## config.mk

```make
export PLATFORM = sky130hd
export DESIGN_NAME = multicycle_ctrl
export DESIGN_NICKNAME = d
export VERILOG_FILES = /design/src/rtl/ctrl_pkg.sv /design/src/rtl/opcode_class.sv /design/src/rtl/multicycle_ctrl.sv
export SDC_FILE = /design/constraint.sdc
export NUM_CORES = 1
export LEC_CHECK = 0
export ABC_AREA = 1
export CORE_ASPECT_RATIO = 0.8
export CORE_MARGIN = 3
export CORE_UTILIZATION = 35
export DETAILED_ROUTE_END_ITERATION = 6
export GPL_TIMING_DRIVEN = 0
export SLEW_MARGIN = 20
export SYNTH_ARGS = -nofsm -noshare
export SYNTH_HDL_FRONTEND = slang
export SYNTH_HIERARCHICAL = 1
export SYNTH_SLANG_ARGS = --single-unit
```

## constraint.sdc

```tcl
create_clock -name clk -period 3.5 [get_ports clk]
set_input_delay 0.525 -clock clk [delete_from_list [all_inputs] [get_ports clk]]
set_output_delay 0.525 -clock clk [all_outputs]
set_load 0.005 [all_outputs]
```

## src/rtl/ctrl_pkg.sv

```systemverilog
// +----------------------------------------------------------------------+
// | ctrl_pkg                                                             |
// | Shared types and encodings for the multi-cycle RV32I control path.   |
// | Rev 1.0                                                              |
// +----------------------------------------------------------------------+
`default_nettype none

package ctrl_pkg;

  typedef enum logic [2:0] {
    st_fetch     = 3'd0,
    st_decode    = 3'd1,
    st_execute   = 3'd2,
    st_mem       = 3'd3,
    st_writeback = 3'd4,
    st_trap      = 3'd5
  } state_t;

  typedef enum logic [3:0] {
    cls_r       = 4'd0,
    cls_i       = 4'd1,
    cls_load    = 4'd2,
    cls_store   = 4'd3,
    cls_branch  = 4'd4,
    cls_jal     = 4'd5,
    cls_jalr    = 4'd6,
    cls_lui     = 4'd7,
    cls_auipc   = 4'd8,
    cls_illegal = 4'd9
  } iclass_t;

  localparam logic [6:0] c_op_r      = 7'b0110011;
  localparam logic [6:0] c_op_i      = 7'b0010011;
  localparam logic [6:0] c_op_load   = 7'b0000011;
  localparam logic [6:0] c_op_store  = 7'b0100011;
  localparam logic [6:0] c_op_branch = 7'b1100011;
  localparam logic [6:0] c_op_jal    = 7'b1101111;
  localparam logic [6:0] c_op_jalr   = 7'b1100111;
  localparam logic [6:0] c_op_lui    = 7'b0110111;
  localparam logic [6:0] c_op_auipc  = 7'b0010111;

  localparam logic [1:0] c_wb_alu = 2'b00;
  localparam logic [1:0] c_wb_mem = 2'b01;
  localparam logic [1:0] c_wb_pc4 = 2'b10;

  localparam logic [1:0] c_pc_plus4 = 2'b00;
  localparam logic [1:0] c_pc_imm   = 2'b01;
  localparam logic [1:0] c_pc_alu   = 2'b10;

endpackage

`default_nettype wire

```

## src/rtl/opcode_class.sv

```systemverilog
// +----------------------------------------------------------------------+
// | opcode_class                                                         |
// | Combinational map from the 7-bit major opcode to instruction class.  |
// | Rev 1.0                                                              |
// +----------------------------------------------------------------------+
`default_nettype none

module opcode_class
  import ctrl_pkg::*;
(
  input  logic [6:0] opcode,
  output iclass_t    cls
);

  always_comb begin
    cls = cls_illegal;
    case (opcode)
      c_op_r:      cls = cls_r;
      c_op_i:      cls = cls_i;
      c_op_load:   cls = cls_load;
      c_op_store:  cls = cls_store;
      c_op_branch: cls = cls_branch;
      c_op_jal:    cls = cls_jal;
      c_op_jalr:   cls = cls_jalr;
      c_op_lui:    cls = cls_lui;
      c_op_auipc:  cls = cls_auipc;
      default:     cls = cls_illegal;
    endcase
  end

endmodule

`default_nettype wire

```

## src/rtl/multicycle_ctrl.sv

```systemverilog
// +----------------------------------------------------------------------+
// | multicycle_ctrl                                                      |
// | Fetch/decode/execute/mem/writeback sequencer for the RV32I core.     |
// | Build option: ILLEGAL_TRAP_EN sends illegal opcodes to a sticky TRAP |
// | state; otherwise they retire as NOPs.                                |
// | Rev 1.0                                                              |
// +----------------------------------------------------------------------+
`default_nettype none

module multicycle_ctrl
  import ctrl_pkg::*;
#(
  parameter logic [31:0] RESET_IR = 32'h0000_0013
) (
  input  logic        clk,
  input  logic        reset,
  output logic        imem_req,
  input  logic        imem_ready,
  input  logic [31:0] instr_in,
  output logic [31:0] ir,
  input  logic        stall,
  input  logic        branch_taken,
  output logic        dmem_req,
  output logic        dmem_we,
  input  logic        dmem_done,
  output logic        alu_src_pc,
  output logic        rf_we,
  output logic [1:0]  wb_sel,
  output logic        pc_we,
  output logic [1:0]  pc_sel,
  output logic [31:0] retire_cnt,
  output logic        trap,
  output logic [2:0]  state_o
);

  state_t      r_state;
  state_t      w_next;
  logic [31:0] r_ir;
  logic [31:0] r_retire_cnt;
  iclass_t     w_cls;
  logic        w_fetch_accept;

  opcode_class u_opcode_class (
    .opcode (r_ir[6:0]),
    .cls    (w_cls)
  );

  assign w_fetch_accept = (r_state == st_fetch) && imem_ready && !stall;

  always_ff @(posedge clk) begin
    if (reset) begin
      r_state      <= st_fetch;
      r_ir         <= RESET_IR;
      r_retire_cnt <= 32'd0;
    end else begin
      r_state <= w_next;
      if (w_fetch_accept) begin
        r_ir <= instr_in;
      end
      // pc_we is already gated by stall and reset, so it marks exactly one retire
      if (pc_we) begin
        r_retire_cnt <= r_retire_cnt + 32'd1;
      end
    end
  end

  always_comb begin
    w_next     = r_state;
    imem_req   = 1'b0;
    dmem_req   = 1'b0;
    dmem_we    = 1'b0;
    alu_src_pc = 1'b0;
    rf_we      = 1'b0;
    wb_sel     = c_wb_alu;
    pc_we      = 1'b0;
    pc_sel     = c_pc_plus4;
    if (!reset) begin
      case (r_state)
        st_fetch: begin
          imem_req = 1'b1;
          if (imem_ready) w_next = st_fetch == r_state ? st_decode : r_state;
        end
        st_decode: begin
`ifdef ILLEGAL_TRAP_EN
          w_next = (w_cls == cls_illegal) ? st_trap : st_execute;
`else
          w_next = st_execute;
`endif
        end
        st_execute: begin
          alu_src_pc = (w_cls == cls_auipc) || (w_cls == cls_jal) || (w_cls == cls_branch);
          case (w_cls)
            cls_load, cls_store: w_next = st_mem;
            cls_branch: begin
              pc_we  = 1'b1;
              pc_sel = branch_taken ? c_pc_imm : c_pc_plus4;
              w_next = st_fetch;
            end
            default: w_next = st_writeback;
          endcase
        end
        st_mem: begin
          dmem_req = 1'b1;
          dmem_we  = (w_cls == cls_store);
          if (dmem_done) begin
            if (w_cls == cls_store) begin
              pc_we  = 1'b1;
              pc_sel = c_pc_plus4;
              w_next = st_fetch;
            end else begin
              w_next = st_writeback;
            end
          end
        end
        st_writeback: begin
          // An illegal opcode only gets here as a NOP, so it must not write x[rd]
          rf_we = (r_ir[11:7] != 5'd0) && (w_cls != cls_illegal);
          case (w_cls)
            cls_load:          wb_sel = c_wb_mem;
            cls_jal, cls_jalr: wb_sel = c_wb_pc4;
            default:           wb_sel = c_wb_alu;
          endcase
          pc_we = 1'b1;
          case (w_cls)
            cls_jal:  pc_sel = c_pc_imm;
            cls_jalr: pc_sel = c_pc_alu;
            default:  pc_sel = c_pc_plus4;
          endcase
          w_next = st_fetch;
        end
        st_trap: begin
`ifdef ILLEGAL_TRAP_EN
          w_next = st_trap;
`else
          w_next = st_fetch;
`endif
        end
        default: w_next = st_fetch;
      endcase
      if (stall) begin
        w_next = r_state;
        rf_we  = 1'b0;
        pc_we  = 1'b0;
      end
    end
  end

`ifdef ILLEGAL_TRAP_EN
  assign trap = !reset && (r_state == st_trap);
`else
  assign trap = 1'b0;
`endif

  assign ir         = r_ir;
  assign retire_cnt = r_retire_cnt;
  assign state_o    = r_state;

endmodule

`default_nettype wire

```

; Word-level counts from Yosys, hierarchy flattened
; Cells that the tools add are included.
[word_totals]
register_bits = 67
inputBits = 38
output_inout_bits = 78
wordCells = 69
[classes]
n_addsub = 1
n_eq_ne = 22
mux = 31
bitwise = 1
reduce_logical = 11
[op_table]
columns = operator, count
row1 = case mux 4 bit (9 select lines), 1
row2 = "adder 32 x 1 -> 32 bit, second input constant", 1
row3 = "equality test 7 x 6 -> 1 bit, second input constant", 3
row4 = "equality test 7 bit, second input constant", 3
row5 = two-way mux 1 bit, 18
row6 = "equality test 7 x 5 -> 1 bit, second input constant", 2
row7 = "equality test 4 x 3 -> 1 bit, second input constant", 3
row8 = case mux 2 bit (2 select lines), 3
row9 = case mux 3 bit (4 select lines), 1
row10 = two-way mux 3 bit, 3
row11 = "equality test 4 x 2 -> 1 bit, second input constant", 2
row12 = "equality test 7 x 2 -> 1 bit, second input constant", 1
row13 = "equality test 3 x 2 -> 1 bit, second input constant", 2
row14 = two-way mux 2 bit, 3
row15 = case mux 3 bit (2 select lines), 1
row16 = nonzero test 5 bit, 1
row17 = "equality test 4 bit, second input constant", 1
row18 = "!= test 2 bit, second input constant", 2
row19 = "!= test 4 bit, second input constant", 1
row20 = OR reduction 2 bit, 2
row21 = "equality test 3 x 1 -> 1 bit, second input constant", 1
row22 = "equality test 3 bit, second input constant", 1
row23 = logical AND 1 bit, 3
row24 = logical NOT 3 bit, 1
row25 = other kinds (5), 6

; Longest topological paths before layout
; Gate-level depths: netlist of run 1.
[logic_depth]
ltp_word = 8
depth_mapped = 19
mapped_depth_nobuf = 19

; By module
; Netlist of run 1, hierarchy kept.
[modules_own_cells]
columns = module, instances, cells_each, area_each_um2, seq_area_each_um2
row1 = multicycle_ctrl, 1, 540, 3609.7, 1341.3
row2 = opcode_class, 1, 46, 188.9, 0.0

; Worst setup path before layout of run 1
; No wires, ideal clock.
[synth_path]
kind = register -> output
startpoint = register r_ir[4] (netlist: ir[4])
endpoint = output port pc_we
arrival_time_ns = 1.750
required_ns = 2.975
setup_slack_ns = 1.225
path_stages_with_launch = 16
n_path_buf = 1
cell_sequence = dfxtp_1 -> inv_1 -> nor2_1 -> nand2_1 -> nor2_1 -> nor2_1 -> nand3_1 -> nand2_1 -> nor2_1 -> inv_1 -> nor2_2 -> nand2_2 -> nand3_4 -> nand2_8 -> nor2_8 -> buf_12
[synth_via]
elab_chain_len = 8
word_cells_on_any_way = 18
cone_classes = eq/ne (11) / mux (7)
[synth_rtl]
columns = item, line
row1 = start: declaration, multicycle_ctrl.sv:38  ; logic [31:0] r_ir;
row2 = start signal: assignment, multicycle_ctrl.sv:58  ; r_ir <= instr_in;
row3 = "equality test 7 x 5 -> 1 bit, or another cell as far along", opcode_class.sv:17  ; case (opcode)
row4 = case mux 4 bit (9 select lines) *, opcode_class.sv:17
row5 = named net w_cls[3], multicycle_ctrl.sv:40  ; iclass_t w_cls;
row6 = equality test 4 x 2 -> 1 bit, multicycle_ctrl.sv:106  ; if (w_cls == cls_store) begin
row7 = two-way mux 1 bit, multicycle_ctrl.sv:106
row8 = two-way mux 1 bit, multicycle_ctrl.sv:105  ; if (dmem_done) begin
row9 = case mux 1 bit (3 select lines) *, multicycle_ctrl.sv:78  ; case (r_state)
row10 = two-way mux 1 bit *, multicycle_ctrl.sv:140  ; if (stall) begin
row11 = two-way mux 1 bit *, multicycle_ctrl.sv:77  ; if (!reset) begin
row12 = end: declaration, multicycle_ctrl.sv:29  ; output logic pc_we,
; Mark *: on every way through the listed nets, which the timed path passes. The rest lies on a longest branch.

; Final worst setup path of run 1
; Ends and elaborated chain as after synthesis.

==> metrics, run 1 <==
Tmin final 3.30 ns; Post-route DRC 0; Wirelength per Cell 13.5 um; delay-heaviest family, CP simple AND/OR/NAND/NOR gates; Critical Path Sink Type output pin; relative slew slack 0.500; sequential fraction of the synthesis area 0.353; Routed Antenna Nets 0; #FFs+latches synth 67; crit path DAT 2.78 ns; f_max 303 MHz; initial antenna violation count 0; max incr delay on CP 0.48 ns; Yosys warning total 6; # diodes 0; drt via density 4.70; Final Max Tran Viols 0; CP Depth 17; Clock Path Buffers 2; total gr overflow 0; status finished, final reports clean; routed vias 4044; DP HPWL 9.14 mm; root buffer cell clkbuf_16; crit path cell chain inv_1 > nand3_1 > inv_1 > nand2_1 > nand2_1 > nor2_1 > nand3_1 > nand2_1 > nor2_2 > inv_1 > nor2_2 > nand2_2 > nand3_4 > nand2_8 > nor2_8 > buf_12 > clkdlybuf4s50_1; syn_nets 625; clock-pin slew on the worst setup and hold paths 0.06 ns; Die W 122 um; Clock Skews 0.00662 ns; FFs w/ async S/R, synth 0; Mapped Cells 586; worst setup path class reg2out; Synth cell types 36; Max-Cap Viols 0; # setup viols final 0; gpl congestion 0.901; total die area 12100 um^2; Cell Area, Placed 5100 um^2; slowest cell on the critical path clkdlybuf4s50_1; nature of the critical path startpoint register; Overall Power 2050 uW; Leakage 0.00205 uW; initial DRC count 256; Slew @ Worst Pin 0.750 ns; Netlist Area Pre-Place 3800 um^2; Post-synth EDFFs 0; Starting Density 0.365; synth-to-layout area growth 43.9%; Final Instance Area 5470 um^2; port bufs 113; drt pass-1 iters 5; setup_tns 0 ns; largest net degree at the start of global routing 14; core area 10400 um^2; share of cells above drive strength 1 0.130; # nets final 755; die height 99.2 um; Hold Path Stages 2; PwrDens 375 nW/um^2; CP required 2.97 ns; TritonCTS clock tree built; vias in the first global route 3858; num rows 33; TritonCTS Buffers 9; Hold Path Class reg2reg; global-route wire length before repair 19.1 mm; IO Count 116; H-tree depth 3; crit-path max FO 10; GRT Total Usage 0.198; Most used DFF post-synth dfxtp_1; Hold Fails Final Rpt 0; final worst-path cycle share 0.944; Critical path buffers and inverters 5; fill cell count 1039; Detailed Route WL 11.6 mm; clock sinks 67; Min Hold Slack 0.483 ns; Synth Area per Inst 6.48 um^2; clk_lat worst skew 0.34 ns; IR drop worst, VDD 0.245 mV; Reg2Reg Depth 19
-- layout by cell type (no fill, tap or decap), types with 8 or more instances in the layout --
| cell | netlist | layout |
|---|---|---|
| o21ai_0 | 35 | 35 |
| nor2_2 | 3 | 8 |
| nand2_1 | 158 | 157 |
| a21oi_2 | 19 | 19 |
| clkbuf_16 | 0 | 9 |
| nor2_1 | 148 | 143 |
| inv_1 | 29 | 29 |
| clkdlybuf4s50_1 | 0 | 113 |
| nand3b_1 | 8 | 8 |
| xor2_1 | 11 | 11 |
| nand2_2 | 22 | 23 |
| nand3_1 | 24 | 24 |
| dfxtp_1 | 67 | 63 |
| clkbuf_1 | 11 | 11 |
-- registers in the layout (all words and copies together), names as in the netlist --
| name | count |
|---|---|
| ir | 32 |
| retire_cnt | 32 |
| state_o | 3 |
-- synth_stat cells, types with 5 or more instances --
library cell	instances	area (um^2)
nand3_1	24	120
xor2_1	11	96.3
clkbuf_1	11	41.3
o21ai_0	35	175
nand3b_1	8	60.1
dfxtp_1	67	1340
a21oi_2	19	166
nand2_1	158	593
inv_1	29	109
nand2_2	22	138
a21oi_1	7	35.0
nand4_1	5	31.3
buf_2	5	25.0
nor3_1	6	30.0
nor2_1	148	556
-- final timing paths --
kind	start	to	slack, ns
setup / recovery	ir[4]	pc_we	0.20
hold / removal	ir[30]	ir[30]	0.48
setup reg to reg	ir[4]	retire_cnt[26]	1.15
hold reg to reg	ir[30]	ir[30]	0.48
-- timing repair --
item | in CTS | in global routing
setup endpoints to repair | 0 | 1
hold endpoints to repair | 0 | 0
hold buffers | 0 | 0
setup buffers | 0 | 6
resized for setup | 0 | 10
-- power breakdown --
| part | internal (uW) | switching [uW] |
|---|---|---|
| registers | 801 | 31.6 |
| logic | 163 | 167 |
| clock network | 528 | 360 |
-- stage by stage --
stage / worst slack [ns] / instances / util
after CTS: 0.0159 / 855 / 0.519
after global routing: -0.0280 / 861 / 0.525
after floorplan: 1.23 / 586 / -
after global placement: 0.489 / 839 / 0.491
final: 0.197 / 861 / 0.525
after detailed placement: 0.412 / 839 / 0.491
-- layer usage --
layer / GRT usage / up-vias / wire length [um]
li1: - / 2113 / -
met5: 0 / - / 0
met3: 0.0603 / 11 / 916
met2: 0.292 / 110 / 4810
met4: 0.0534 / 0 / 133
met1: 0.281 / 1810 / 5750
-- cell families after synthesis --
| group | after synthesis | synth area share |
|---|---|---|
| simple gates | 384 | 0.438 |
| compound gates | 69 | 0.114 |
| flops | 67 | 0.353 |
| buf+inv | 52 | 0.0626 |
| xor+xnor | 12 | 0.0277 |
| fa+ha+maj | 1 | 0.00329 |
| other cells | 1 | 0.000987 |
-- area by class of cell --
| cell class | instances | area, um^2 | area share |
|---|---|---|---|
| sequential | 67 | 1350 | 0.246 |
| buffer | 20 | 118 | 0.0215 |
| clock inverter | 5 | 42.5 | 0.00778 |
| timing repair buffer | 119 | 1180 | 0.215 |
| multi-input combinational | 467 | 2230 | 0.409 |
| inverter | 32 | 120 | 0.0220 |
| clock buffer | 11 | 253 | 0.0462 |
| tap | 140 | 175 | 0.0321 |
-- worst reg2reg max path, cell delays in order, from the launching register on --
cell	delay, ns
dfxtp_2	0.34
inv_1	0.13
nand3_1	0.11
inv_1	0.10
nand2_1	0.08
nand2_1	0.07
nor2_1	0.04
nand3_1	0.05
nand2_1	0.08
nor2_2	0.16
inv_1	0.09
nor2_2	0.12
nand2_2	0.08
nand3_4	0.12
nand2_8	0.11
nor2_8	0.15
buf_12	0.11
buf_4	0.15
nand2_2	0.06
a21oi_2	0.11
Power figures use the tool's default switching activity.
==> run 2: changes to the inputs <==
ABC_CLOCK_PERIOD_IN_PS = 3500   (was not set)
==> results of run 2 <==
The final DEF is identical to that of run 1; final timing and power are the same.
==> edit, RTL diff (settings of run 1) <==
Build with the macro `ILLEGAL_TRAP_EN` defined.
--- a/src/rtl/multicycle_ctrl.sv
+++ b/src/rtl/multicycle_ctrl.sv
@@ -7,4 +7,6 @@
 // +----------------------------------------------------------------------+
 `default_nettype none
+
+`define ILLEGAL_TRAP_EN
 
 module multicycle_ctrl
Function: changed (a bounded check fails within 4 cycles, from zero or initial values and one cycle with reset high).
==> edit against run 1 <==
  * Cell area decreased by 2.5%
  * Combinational power decreased by 5%
  * Clock power increased by 3.6%
  * Sequential cell count unchanged
  * Utilization increased by 0.93 points
  * Synthesized area decreased by 2.8%
  * Count of clock-buffer cells in the layout unchanged
  * Global-route usage decreased by 1.2 points
  * Synthesized cell count increased by 0.85%
  * Worst setup slack got worse by 0.061 ns
  * Power increased by 0.44%
  * Routed wire length decreased by 3.7%
  * Critical path type unchanged
  * Largest power group unchanged
==> edit: results (changes against run 1) <==
global_route:
  grtUsageTotal_pct: 18.6  # was 19.8%
  grt_max_degree: 13  # was 14
  grt_antenna_before_repair: 0  # unchanged
  first_global_vias: 3622  # was 3858
  grt_pass1_wl_um: 18200  # was 19100 um
clock_network:
  clockBufferDepth: 2  # unchanged
  numCtsBuffers: 9  # unchanged
  postCtsResizedCells: 0  # unchanged
  cts.sinks: 67  # unchanged
  clkSlewWorstSetupHoldPaths_ns: 0.06  # about the same
  clkLatencyLatePin_ns: 0.33
  post-cts-setup-buffer-count: 0  # unchanged
  root_buffer: "clkbuf_16"  # unchanged
  htreeDepth: 3  # unchanged
logic_synthesis:
  avgSynthCellArea_um2: 6.25  # was 6.48 um^2
  syn_nets: 630  # was 625
  ys_top_cells_by_area: "dfxtp_1 (36%), nand2_1 (15%), nor2_1 (15%)"  # was dfxtp_1 (35%), nand2_1 (16%), nor2_1 (15%)
  ys_seq_area_share_pct: 36.3  # was 35.3%
  yosys.cell_types.count: 28  # was 36
  synth_ff_type: "dfxtp_1"  # unchanged
  yosys_warnings: 6  # unchanged
  async_flop_share_pct: 0  # unchanged
  synthTopCellsByCount: "nand2_1 (146), nor2_1 (143), dfxtp_1 (67)"  # was nand2_1 (158), nor2_1 (148), dfxtp_1 (67)
outcome:
  outcome: "completed"  # unchanged
power:
  leakage_nw: 2.10  # was 2.05 nW
  vdd_drop_max_v: 0.000299  # was 0.000245 V
  p_int_mw: 1.53  # was 1.49 mW
cells_and_area:
  nets: 755  # unchanged
  n_fill_cell: 1012  # was 1039
  final_layout_size_suffix_gt1_share_pct: 6.80  # was 13.0%
  diodes: 0  # unchanged
worst_hold_path:
  hp-class: "register to register"  # unchanged
routing:
  dr.pass1.iters: 5  # unchanged
  wl_um: 11200  # was 11600 um
  vias: 4119  # was 4044
  drtIter0Drc: 370  # was 256
  via_per_inst: 4.81  # was 4.70
placed_design:
  gp_congestion: 0.940  # was 0.901
  io_buffers: 114  # was 113
  dp_cells: 841  # was 839
  dp_hpwl_um: 8570  # was 9140 um
critical_path:
  worst_path_max_delay_cell: "a2111oi_0"  # was clkdlybuf4s50_1
  cp_data_arrival_time_ns: 2.84  # was 2.78 ns
  cp_max_fo: 8  # was 10
  slowest_delay_ns: 0.67  # was 0.48 ns
timing:
  skew_ns: 0.00458  # was 0.00662 ns
  tightest_slew_ns: 0.665  # was 0.750 ns
  finalMaxSlewViolations: 0  # unchanged
==> edit: cells by family (layout without fill, tap and decap cells) <==
group	after synthesis	count (layout)	share of synthesized area [%]
compound gates	68	68	9.45
xor+xnor	14	14	3.32
fa+ha+maj	1	1	0.339
buf+inv	73	203	8.81
flops	67	67	36.3
simple gates	368	368	41.8
==> edit: cell type report <==
cell class	count	area (um^2)	area share (%)
clock inverter	5	62.6	1.17
clock buffer	11	243	4.56
inverter	52	198	3.71
sequential	67	1340	25.2
buffer	21	128	2.39
timing repair buffer	114	1140	21.4
tap	136	170	3.19
multi-input combinational	451	2040	38.4
==> edit: stage by stage <==
stage,cell area (um^2),setup slack [ns],hold slack [ns]
3_3_place_gp,5000,0.534,0.463
3_5_place_dp,5000,0.473,0.471
4_1_cts,5310,0.101,0.485
2_1_floorplan,3690,1.26,0.479
6_report,5330,0.136,0.479
5_1_grt,5330,-0.0373,0.508
==> edit: per-layer routing <==
metal | track usage [%] | wire length, um | vias up
met4 | 4.09 | 106 | 0
li1 | - | - | 2127
met3 | 4.86 | 757 | 15
met1 | 26.9 | 5480 | 1832
met5 | 0 | 0 | -
met2 | 27.8 | 4840 | 145
==> edit: power by group through the flow <==
stage | sequential, mW | combinational (mW) | clock [mW]
finish | 0.828 | 0.312 | 0.919
global route | 0.833 | 0.351 | 0.973
CTS | 0.826 | 0.309 | 0.945
detailed placement | 0.842 | 0.308 | 0
global placement | 0.840 | 0.303 | 0
floorplan | 0.842 | 0.152 | 0
==> edit: final timing paths <==
| path | from | endpoint | slack (ns) | cells after the start |
|---|---|---|---|---|
| hold reg to reg | ir[22] | ir[22] | 0.48 | 2 |
| setup / recovery | ir[5] | alu_src_pc | 0.14 | 11 |
| hold / removal | ir[22] | ir[22] | 0.48 | 2 |
| setup reg to reg | ir[4] | retire_cnt[20] | 1.25 | 18 |
==> edit: worst max-delay path, delay by kind of cell (launching register included) <==
| family | cells | cell delay, ns |
|---|---|---|
| buffers and inverters | 3 | 0.78 |
| AND/OR/NAND/NOR | 7 | 0.58 |
| flip-flops | 1 | 0.47 |
| AO/OA/AOI/OAI | 1 | 0.67 |
